$ cat src/rtl/sdram_frame_scheduler.sv
// Shares the SDRAM frame store between one frame writer and one frame reader.
// Computes the frame size by shift-add, drives the controller address window and rewinds it before every phase.
module sdram_frame_scheduler #(
    parameter int ADDR_W      = 23,
    parameter int DIM_W       = 16,
    parameter int LOAD_CYCLES = 4,
    parameter int OVERWRITE   = 0
) (
    input  logic              clock_50,
    input  logic              reset_n,
    input  logic              cfg_valid,
    input  logic [DIM_W-1:0]  width,
    input  logic [DIM_W-1:0]  height,
    output logic              cfg_ready,
    output logic              cfg_error,
    input  logic              wr_req,
    output logic              wr_grant,
    input  logic              wr_frame_done,
    input  logic              rd_req,
    output logic              rd_grant,
    input  logic              rd_frame_done,
    output logic              load,
    output logic [ADDR_W-1:0] addr1,
    output logic [ADDR_W-1:0] addr2,
    output logic [ADDR_W-1:0] max_addr1,
    output logic [ADDR_W-1:0] max_addr2,
    output logic              frame_avail
);

    localparam int   P_W      = 2 * DIM_W;
    localparam int   CNT_W    = $clog2(DIM_W + 1);
    localparam int   LC_W     = $clog2(LOAD_CYCLES + 1);
    localparam logic OVW_BIT  = (OVERWRITE != 0);

    typedef enum logic [2:0] {IDLE, MULT, LOAD, ARB, WRITE, READ} state_t;

    state_t            state;
    logic [CNT_W-1:0]  mcnt;
    logic [LC_W-1:0]   lcnt;
    logic [P_W-1:0]    acc;
    logic [P_W-1:0]    mcand;
    logic [DIM_W-1:0]  mplier;
    logic              from_arb;
    logic              last_writer;

    logic [P_W-1:0]    step_sum;
    logic              too_big;
    logic [ADDR_W-2:0] size;
    logic              wr_elig;
    logic              rd_elig;

    // The final multiply step is evaluated combinationally so the addresses land on the last MULT edge.
    always_comb begin
        step_sum = acc + (mplier[0] ? mcand : '0);
        too_big  = (step_sum >> (ADDR_W - 1)) != '0;
        size     = step_sum[ADDR_W-2:0];
        wr_elig  = wr_req & (~frame_avail | OVW_BIT);
        rd_elig  = rd_req & frame_avail;
    end

    assign addr1 = '0;

    always_ff @(posedge clock_50 or negedge reset_n) begin
        if (!reset_n) begin
            state       <= IDLE;
            load        <= 1'b1;
            cfg_ready   <= 1'b0;
            cfg_error   <= 1'b0;
            wr_grant    <= 1'b0;
            rd_grant    <= 1'b0;
            frame_avail <= 1'b0;
            addr2       <= '0;
            max_addr1   <= '0;
            max_addr2   <= '0;
            mcnt        <= '0;
            lcnt        <= '0;
            acc         <= '0;
            mcand       <= '0;
            mplier      <= '0;
            from_arb    <= 1'b0;
            last_writer <= 1'b1;
        end else begin
            case (state)
                IDLE: begin
                    load <= 1'b0;
                    if (cfg_ready && cfg_valid) begin
                        state     <= MULT;
                        cfg_ready <= 1'b0;
                        cfg_error <= 1'b0;
                        acc       <= '0;
                        mcand     <= P_W'(width);
                        mplier    <= height;
                        mcnt      <= '0;
                        from_arb  <= 1'b0;
                    end else begin
                        cfg_ready <= 1'b1;
                    end
                end
                MULT: begin
                    acc    <= step_sum;
                    mcand  <= mcand << 1;
                    mplier <= mplier >> 1;
                    mcnt   <= mcnt + CNT_W'(1);
                    if (mcnt == CNT_W'(DIM_W - 1)) begin
                        if (step_sum == '0 || too_big) begin
                            cfg_error <= 1'b1;
                            cfg_ready <= 1'b1;
                            state     <= from_arb ? ARB : IDLE;
                        end else begin
                            addr2       <= {1'b0, size};
                            max_addr1   <= {1'b0, size};
                            max_addr2   <= {size, 1'b0};
                            frame_avail <= 1'b0;
                            load        <= 1'b1;
                            lcnt        <= '0;
                            state       <= LOAD;
                        end
                    end
                end
                LOAD: begin
                    if (lcnt == LC_W'(LOAD_CYCLES - 1)) begin
                        load      <= 1'b0;
                        cfg_ready <= 1'b1;
                        state     <= ARB;
                    end else begin
                        lcnt <= lcnt + LC_W'(1);
                    end
                end
                ARB: begin
                    if (cfg_ready && cfg_valid) begin
                        state     <= MULT;
                        cfg_ready <= 1'b0;
                        cfg_error <= 1'b0;
                        acc       <= '0;
                        mcand     <= P_W'(width);
                        mplier    <= height;
                        mcnt      <= '0;
                        from_arb  <= 1'b1;
                    end else if (rd_elig && (!wr_elig || last_writer)) begin
                        rd_grant    <= 1'b1;
                        last_writer <= 1'b0;
                        cfg_ready   <= 1'b0;
                        state       <= READ;
                    end else if (wr_elig) begin
                        wr_grant    <= 1'b1;
                        last_writer <= 1'b1;
                        cfg_ready   <= 1'b0;
                        state       <= WRITE;
                    end
                end
                WRITE: begin
                    if (wr_frame_done) begin
                        wr_grant    <= 1'b0;
                        frame_avail <= 1'b1;
                        load        <= 1'b1;
                        lcnt        <= '0;
                        state       <= LOAD;
                    end
                end
                READ: begin
                    if (rd_frame_done) begin
                        rd_grant    <= 1'b0;
                        frame_avail <= 1'b0;
                        load        <= 1'b1;
                        lcnt        <= '0;
                        state       <= LOAD;
                    end
                end
                default: state <= IDLE;
            endcase
        end
    end

endmodule
$ cat config.mk
export PLATFORM = sky130hd
export DESIGN_NAME = sdram_frame_scheduler
export DESIGN_NICKNAME = d
export VERILOG_FILES = /design/src/rtl/sdram_frame_scheduler.sv
export SDC_FILE = /design/constraint.sdc
export NUM_CORES = 1
export LEC_CHECK = 0
export CELL_PAD_IN_SITES_DETAIL_PLACEMENT = 0
export CELL_PAD_IN_SITES_GLOBAL_PLACEMENT = 1
export CORE_MARGIN = 2
export CORE_UTILIZATION = 44
export CTS_CLUSTER_DIAMETER = 50
export DETAILED_ROUTE_END_ITERATION = 10
export PLACE_DENSITY_LB_ADDON = 0.1
export SYNTH_ARGS = -nofsm -noshare
export SYNTH_HDL_FRONTEND = slang
export SYNTH_SLANG_ARGS = --single-unit
export TNS_END_PERCENT = 50
$ cat constraint.sdc
create_clock -name clock_50 -period 6.2 [get_ports clock_50]
set_input_delay 1.86 -clock clock_50 [delete_from_list [all_inputs] [get_ports clock_50]]
set_output_delay 1.86 -clock clock_50 [all_outputs]
set_load 0.01 [all_outputs]
==> results.py <==
metrics = {
    "cells_and_area": {
        "post-route-util_pct": 53.3,
        "diodes": 0,
        "drive_above_1_share_pct": 8.71,
        "final_net_count": 980,
        "area.growth.synth_to_final_pct": 18.0,
        "area_of_all_placed_cells_without_fillers_um2": 9250,
    },
    "worst_setup_path": {
        "cell_class_contributing_the_biggest_share_of_worst_path_delay": "compound AO/OA/AOI/OAI gates",
        "critical_path.max_fanout": 33,
        "cpMaxStageDelayCell": "sky130_fd_sc_hd__dfrtp_1",
        "critPathKind": "reg2reg",
        "worst_ep_required_time_ps": 6500,
        "critPathArrivalTime_ps": 5400,
        "path_cells": "and2_1, ha_1, inv_1, fa_1, nand2b_1, a211o_1, a32o_1, o21bai_1, a41oi_1, xnor2_1, nor4_1, a311oi_2, nand3_2, mux2_4",
        "cp-end-kind": "flop",
        "path_buf_inv": 1,
        "worst_setup_path_start_kind": "flop",
        "slowest_delay_ps": 930,
    },
    "timing": {
        "fin_worst_skew_ps": 7.10,
        "tightestPinTransition_ps": 1190,
        "rsz0062_at_grt": "false",
        "final.period_utilization_pct": 82.3,
        "report.final.slew_viol_count": 0,
        "fin_tns_setup_ps": 0,
        "slew-limit-headroom_pct": 20.3,
        "max_clock_freq_mhz": 196,
        "setup_violations": 0,
        "final_period_minus_worst_setup_slack_ps": 5100,
        "timing_hold_violations_final": 0,
    },
    "yosys": {
        "post_synth_num_cell_types": 73,
        "synth_async_sr_flop_share_pct": 100,
        "synth_seq_area_share_pct": 38.3,
        "ys_seq_elements": 120,
        "synth_edf_count": 0,
        "synth_ff_type": "sky130_fd_sc_hd__dfrtp_1",
        "synth_top_area_share_pct": 38.0,
        "synth_largest_area_cell": "sky130_fd_sc_hd__dfrtp_1",
        "synthesis.instances": 861,
        "syn-mean-instance-area_um2": 9.10,
        "synth_warnings": 0,
        "synthTopCellsByArea": "sky130_fd_sc_hd__dfrtp_1 38%, sky130_fd_sc_hd__buf_4 7.0%, sky130_fd_sc_hd__o21ai_0 6.1%",
        "cell_area_after_synthesis_um2": 7840,
    },
    "place": {
        "placed_area_um2": 8630,
        "gp_routability_congestion": 0.872,
        "detailedPlacementHpwl_um": 14200,
        "buffer_ports.inserted": 110,
    },
    "job": {
        "timing.max_cap.violations": 0,
    },
    "hold_path": {
        "timing.hold.worst.class": "reg2reg",
    },
    "detailed_routing": {
        "wl_um": 19500,
        "detailedRoute.firstPassIterationCount": 4,
        "wl_per_cell_um": 17.0,
        "detail_route.iter0.violations": 396,
        "route.antenna.remaining_nets": 0,
        "via_count": 6198,
        "via_per_inst": 5.42,
        "drc": 0,
    },
    "floorplan": {
        "fp.dieArea_um2": 18900,
        "fp.coreArea_um2": 17400,
        "placement_rows": 48,
        "pin_count": 137,
        "fp.dieH_um": 137,
        "floorplan.die.width_um": 137,
        "initial_cell_density_of_the_core_pct": 45.2,
    },
    "power_and_ir_drop": {
        "power_report.internal_total_mw": 2.45,
        "vdd_ir_drop_max_v": 0.000327,
        "seq_power_share_pct": 30.4,
        "p_sw_share_pct": 42.5,
        "clkPwrFrac_pct": 24.2,
        "combPwrFrac_pct": 45.4,
        "total_power_mw": 4.27,
        "p_leak_nw": 4.23,
        "power.density_nw_per_um2": 461,
        "net-switching-power_mw": 1.81,
    },
    "cts": {
        "clock_sinks": 120,
        "clkLatencyLatePin_ps": 420,
        "cts_max_level": 4,
        "cts_hold_buffers": 0,
        "worst_path_clk_slew_ps": 60,
        "tritoncts.num_buffers": 17,
        "post_cts.repair.setup_buffers": 0,
        "cts.root.buffer_cell": "sky130_fd_sc_hd__clkbuf_16",
        "cts_resized": 0,
        "clockBufferDepth": 2,
        "cts_tree": "done",
    },
    "grt": {
        "first_pass_grt_wire_length_um": 31600,
        "antenna_found_initial": 0,
        "grt_start_max_net_pins": 82,
        "track_usage_pct": 21.6,
        "grt.overflow.total": 0,
        "grt_pass1_vias": 6055,
    },
    "outcome": {
        "outcome": "complete, no violations",
    },
}
## flip-flops by register name (all words and copies together) (netlist names), 3 cells and up
signal,cells
acc,32
lcnt,3
max_addr2,22
mcand,32
mcnt,5
mplier,16
state,3
## synthesized netlist by cell type (5+ instances only)
library cell and number:
sky130_fd_sc_hd__mux2i_1 38, sky130_fd_sc_hd__and3_1 9, sky130_fd_sc_hd__clkbuf_1 29, sky130_fd_sc_hd__inv_1 22, sky130_fd_sc_hd__a21o_1 7, sky130_fd_sc_hd__ha_1 35, sky130_fd_sc_hd__o21ai_0 96, sky130_fd_sc_hd__a211oi_1 6
sky130_fd_sc_hd__nand4_1 8, sky130_fd_sc_hd__buf_4 73, sky130_fd_sc_hd__dfrtp_1 119, sky130_fd_sc_hd__xnor2_1 16, sky130_fd_sc_hd__o21a_1 5, sky130_fd_sc_hd__nand2_1 126, sky130_fd_sc_hd__mux2_4 14, sky130_fd_sc_hd__a21oi_1 39
sky130_fd_sc_hd__and2_1 32, sky130_fd_sc_hd__nor2_1 23, sky130_fd_sc_hd__nand3_1 34, sky130_fd_sc_hd__a31oi_1 7, sky130_fd_sc_hd__buf_2 7, sky130_fd_sc_hd__nor3_1 8, sky130_fd_sc_hd__a22o_1 10, sky130_fd_sc_hd__nor3b_1 5
sky130_fd_sc_hd__xor2_1 17
## per-layer routing
| layer | share of wire, % | vias up | track usage (%) |
|---|---|---|---|
| met5 | 0 | - | 0 |
| met4 | 1.3 | 0 | 6.59 |
| met3 | 4.1 | 19 | 4.19 |
| met2 | 46 | 161 | 33.6 |
| met1 | 48 | 3006 | 30.6 |
| li1 | - | 3012 | - |
## power by group through the flow
stage / combinational, mW / clock, mW / sequential (mW)
floorplan: 1.50 / 0 / 1.22
global placement: 1.92 / 0 / 1.30
detailed placement: 1.94 / 0 / 1.31
CTS: 1.95 / 1.05 / 1.30
global route: 2.17 / 1.09 / 1.34
finish: 1.94 / 1.03 / 1.30
## stage by stage
step           cells  setup WS [ps]  hold slack [ps]
2_1_floorplan    886           2420              449
3_3_place_gp    1111           1290              462
3_5_place_dp    1111           1090              470
4_1_cts         1143           1070              484
5_1_grt         1143            744              497
6_report        1143           1100              475
## area by class of cell
type	instances	area, um2
Clock buffer	18	439
Clock inverter	14	174
Fill cell	1574	8110
Inverter	22	82.6
Multi-Input combinational cell	629	4130
Sequential cell	120	3000
Tap cell	225	282
Timing Repair Buffer	115	1140
## final timing paths
check                      depth (start not counted)  slack, ps      endpoint       from
max                                               14       1100  max_addr2[1]  mplier[0]
max reg2reg                                       14       1100  max_addr2[1]  mplier[0]
max in group asynchronous                          2       3470       acc[17]    reset_n
min                                                2        480     mplier[1]  mplier[1]
min in group asynchronous                          1       1620       acc[27]    reset_n
min reg2reg                                        2        480     mplier[1]  mplier[1]
## worst reg2reg max path, stage by stage, from the launching register on
cell	delay [ps]
sky130_fd_sc_hd__dfrtp_1	930
sky130_fd_sc_hd__and2_1	240
sky130_fd_sc_hd__ha_1	170
sky130_fd_sc_hd__inv_1	60
sky130_fd_sc_hd__fa_1	390
sky130_fd_sc_hd__nand2b_1	180
sky130_fd_sc_hd__a211o_1	310
sky130_fd_sc_hd__a32o_1	290
sky130_fd_sc_hd__o21bai_1	250
sky130_fd_sc_hd__a41oi_1	170
sky130_fd_sc_hd__xnor2_1	320
sky130_fd_sc_hd__nor4_1	100
sky130_fd_sc_hd__a311oi_2	300
sky130_fd_sc_hd__nand3_2	700
sky130_fd_sc_hd__mux2_4	570
## cell usage in the layout (no fill, tap or decap), types with 3 or more instances in the layout
| cell type | Yosys | final |
|---|---|---|
| sky130_fd_sc_hd__nor2_1 | 23 | 21 |
| sky130_fd_sc_hd__xnor2_1 | 16 | 16 |
| sky130_fd_sc_hd__a22o_1 | 10 | 10 |
| sky130_fd_sc_hd__o22ai_1 | 3 | 3 |
| sky130_fd_sc_hd__nor3b_1 | 5 | 5 |
| sky130_fd_sc_hd__mux2_4 | 14 | 14 |
| sky130_fd_sc_hd__o21a_1 | 5 | 5 |
| sky130_fd_sc_hd__a21o_1 | 7 | 7 |
| sky130_fd_sc_hd__inv_1 | 22 | 22 |
| sky130_fd_sc_hd__nand2_1 | 126 | 126 |
| sky130_fd_sc_hd__and3_1 | 9 | 9 |
| sky130_fd_sc_hd__nor2b_1 | 3 | 3 |
| sky130_fd_sc_hd__a41oi_1 | 3 | 3 |
| sky130_fd_sc_hd__and2_1 | 32 | 33 |
| sky130_fd_sc_hd__ha_1 | 35 | 35 |
| sky130_fd_sc_hd__o21ai_0 | 96 | 96 |
| sky130_fd_sc_hd__o21bai_1 | 4 | 4 |
| sky130_fd_sc_hd__nor3_2 | 2 | 3 |
| sky130_fd_sc_hd__a31oi_1 | 7 | 7 |
| sky130_fd_sc_hd__nand3_1 | 34 | 34 |
| sky130_fd_sc_hd__clkdlybuf4s50_1 | 0 | 109 |
| sky130_fd_sc_hd__bufinv_16 | 0 | 3 |
| sky130_fd_sc_hd__a21oi_1 | 39 | 39 |
| sky130_fd_sc_hd__clkbuf_16 | 0 | 17 |
| sky130_fd_sc_hd__nand4_1 | 8 | 8 |
| sky130_fd_sc_hd__buf_4 | 73 | 6 |
| sky130_fd_sc_hd__o21ai_1 | 3 | 3 |
| sky130_fd_sc_hd__dfrtp_1 | 119 | 119 |
| sky130_fd_sc_hd__nand2b_1 | 4 | 4 |
| sky130_fd_sc_hd__clkinvlp_4 | 0 | 4 |
| sky130_fd_sc_hd__xor2_1 | 17 | 17 |
| sky130_fd_sc_hd__conb_1 | 1 | 26 |
| sky130_fd_sc_hd__clkinv_4 | 0 | 3 |
| sky130_fd_sc_hd__a211oi_1 | 6 | 6 |
| sky130_fd_sc_hd__nor3_1 | 8 | 7 |
| sky130_fd_sc_hd__mux2i_1 | 38 | 38 |
## kinds of logic (layout without fill, tap and decap cells)
logic type	after synthesis	in the layout	synth area share, %
compound gates	211	211	17.0
mux	54	54	7.82
buf+inv	137	169	10.5
xor+xnor	33	33	3.69
fa+ha+maj	36	36	5.84
other cells	1	26	0.0478
flops	120	120	38.3
simple gates	269	269	16.8
Power figures use the tool's default switching activity.
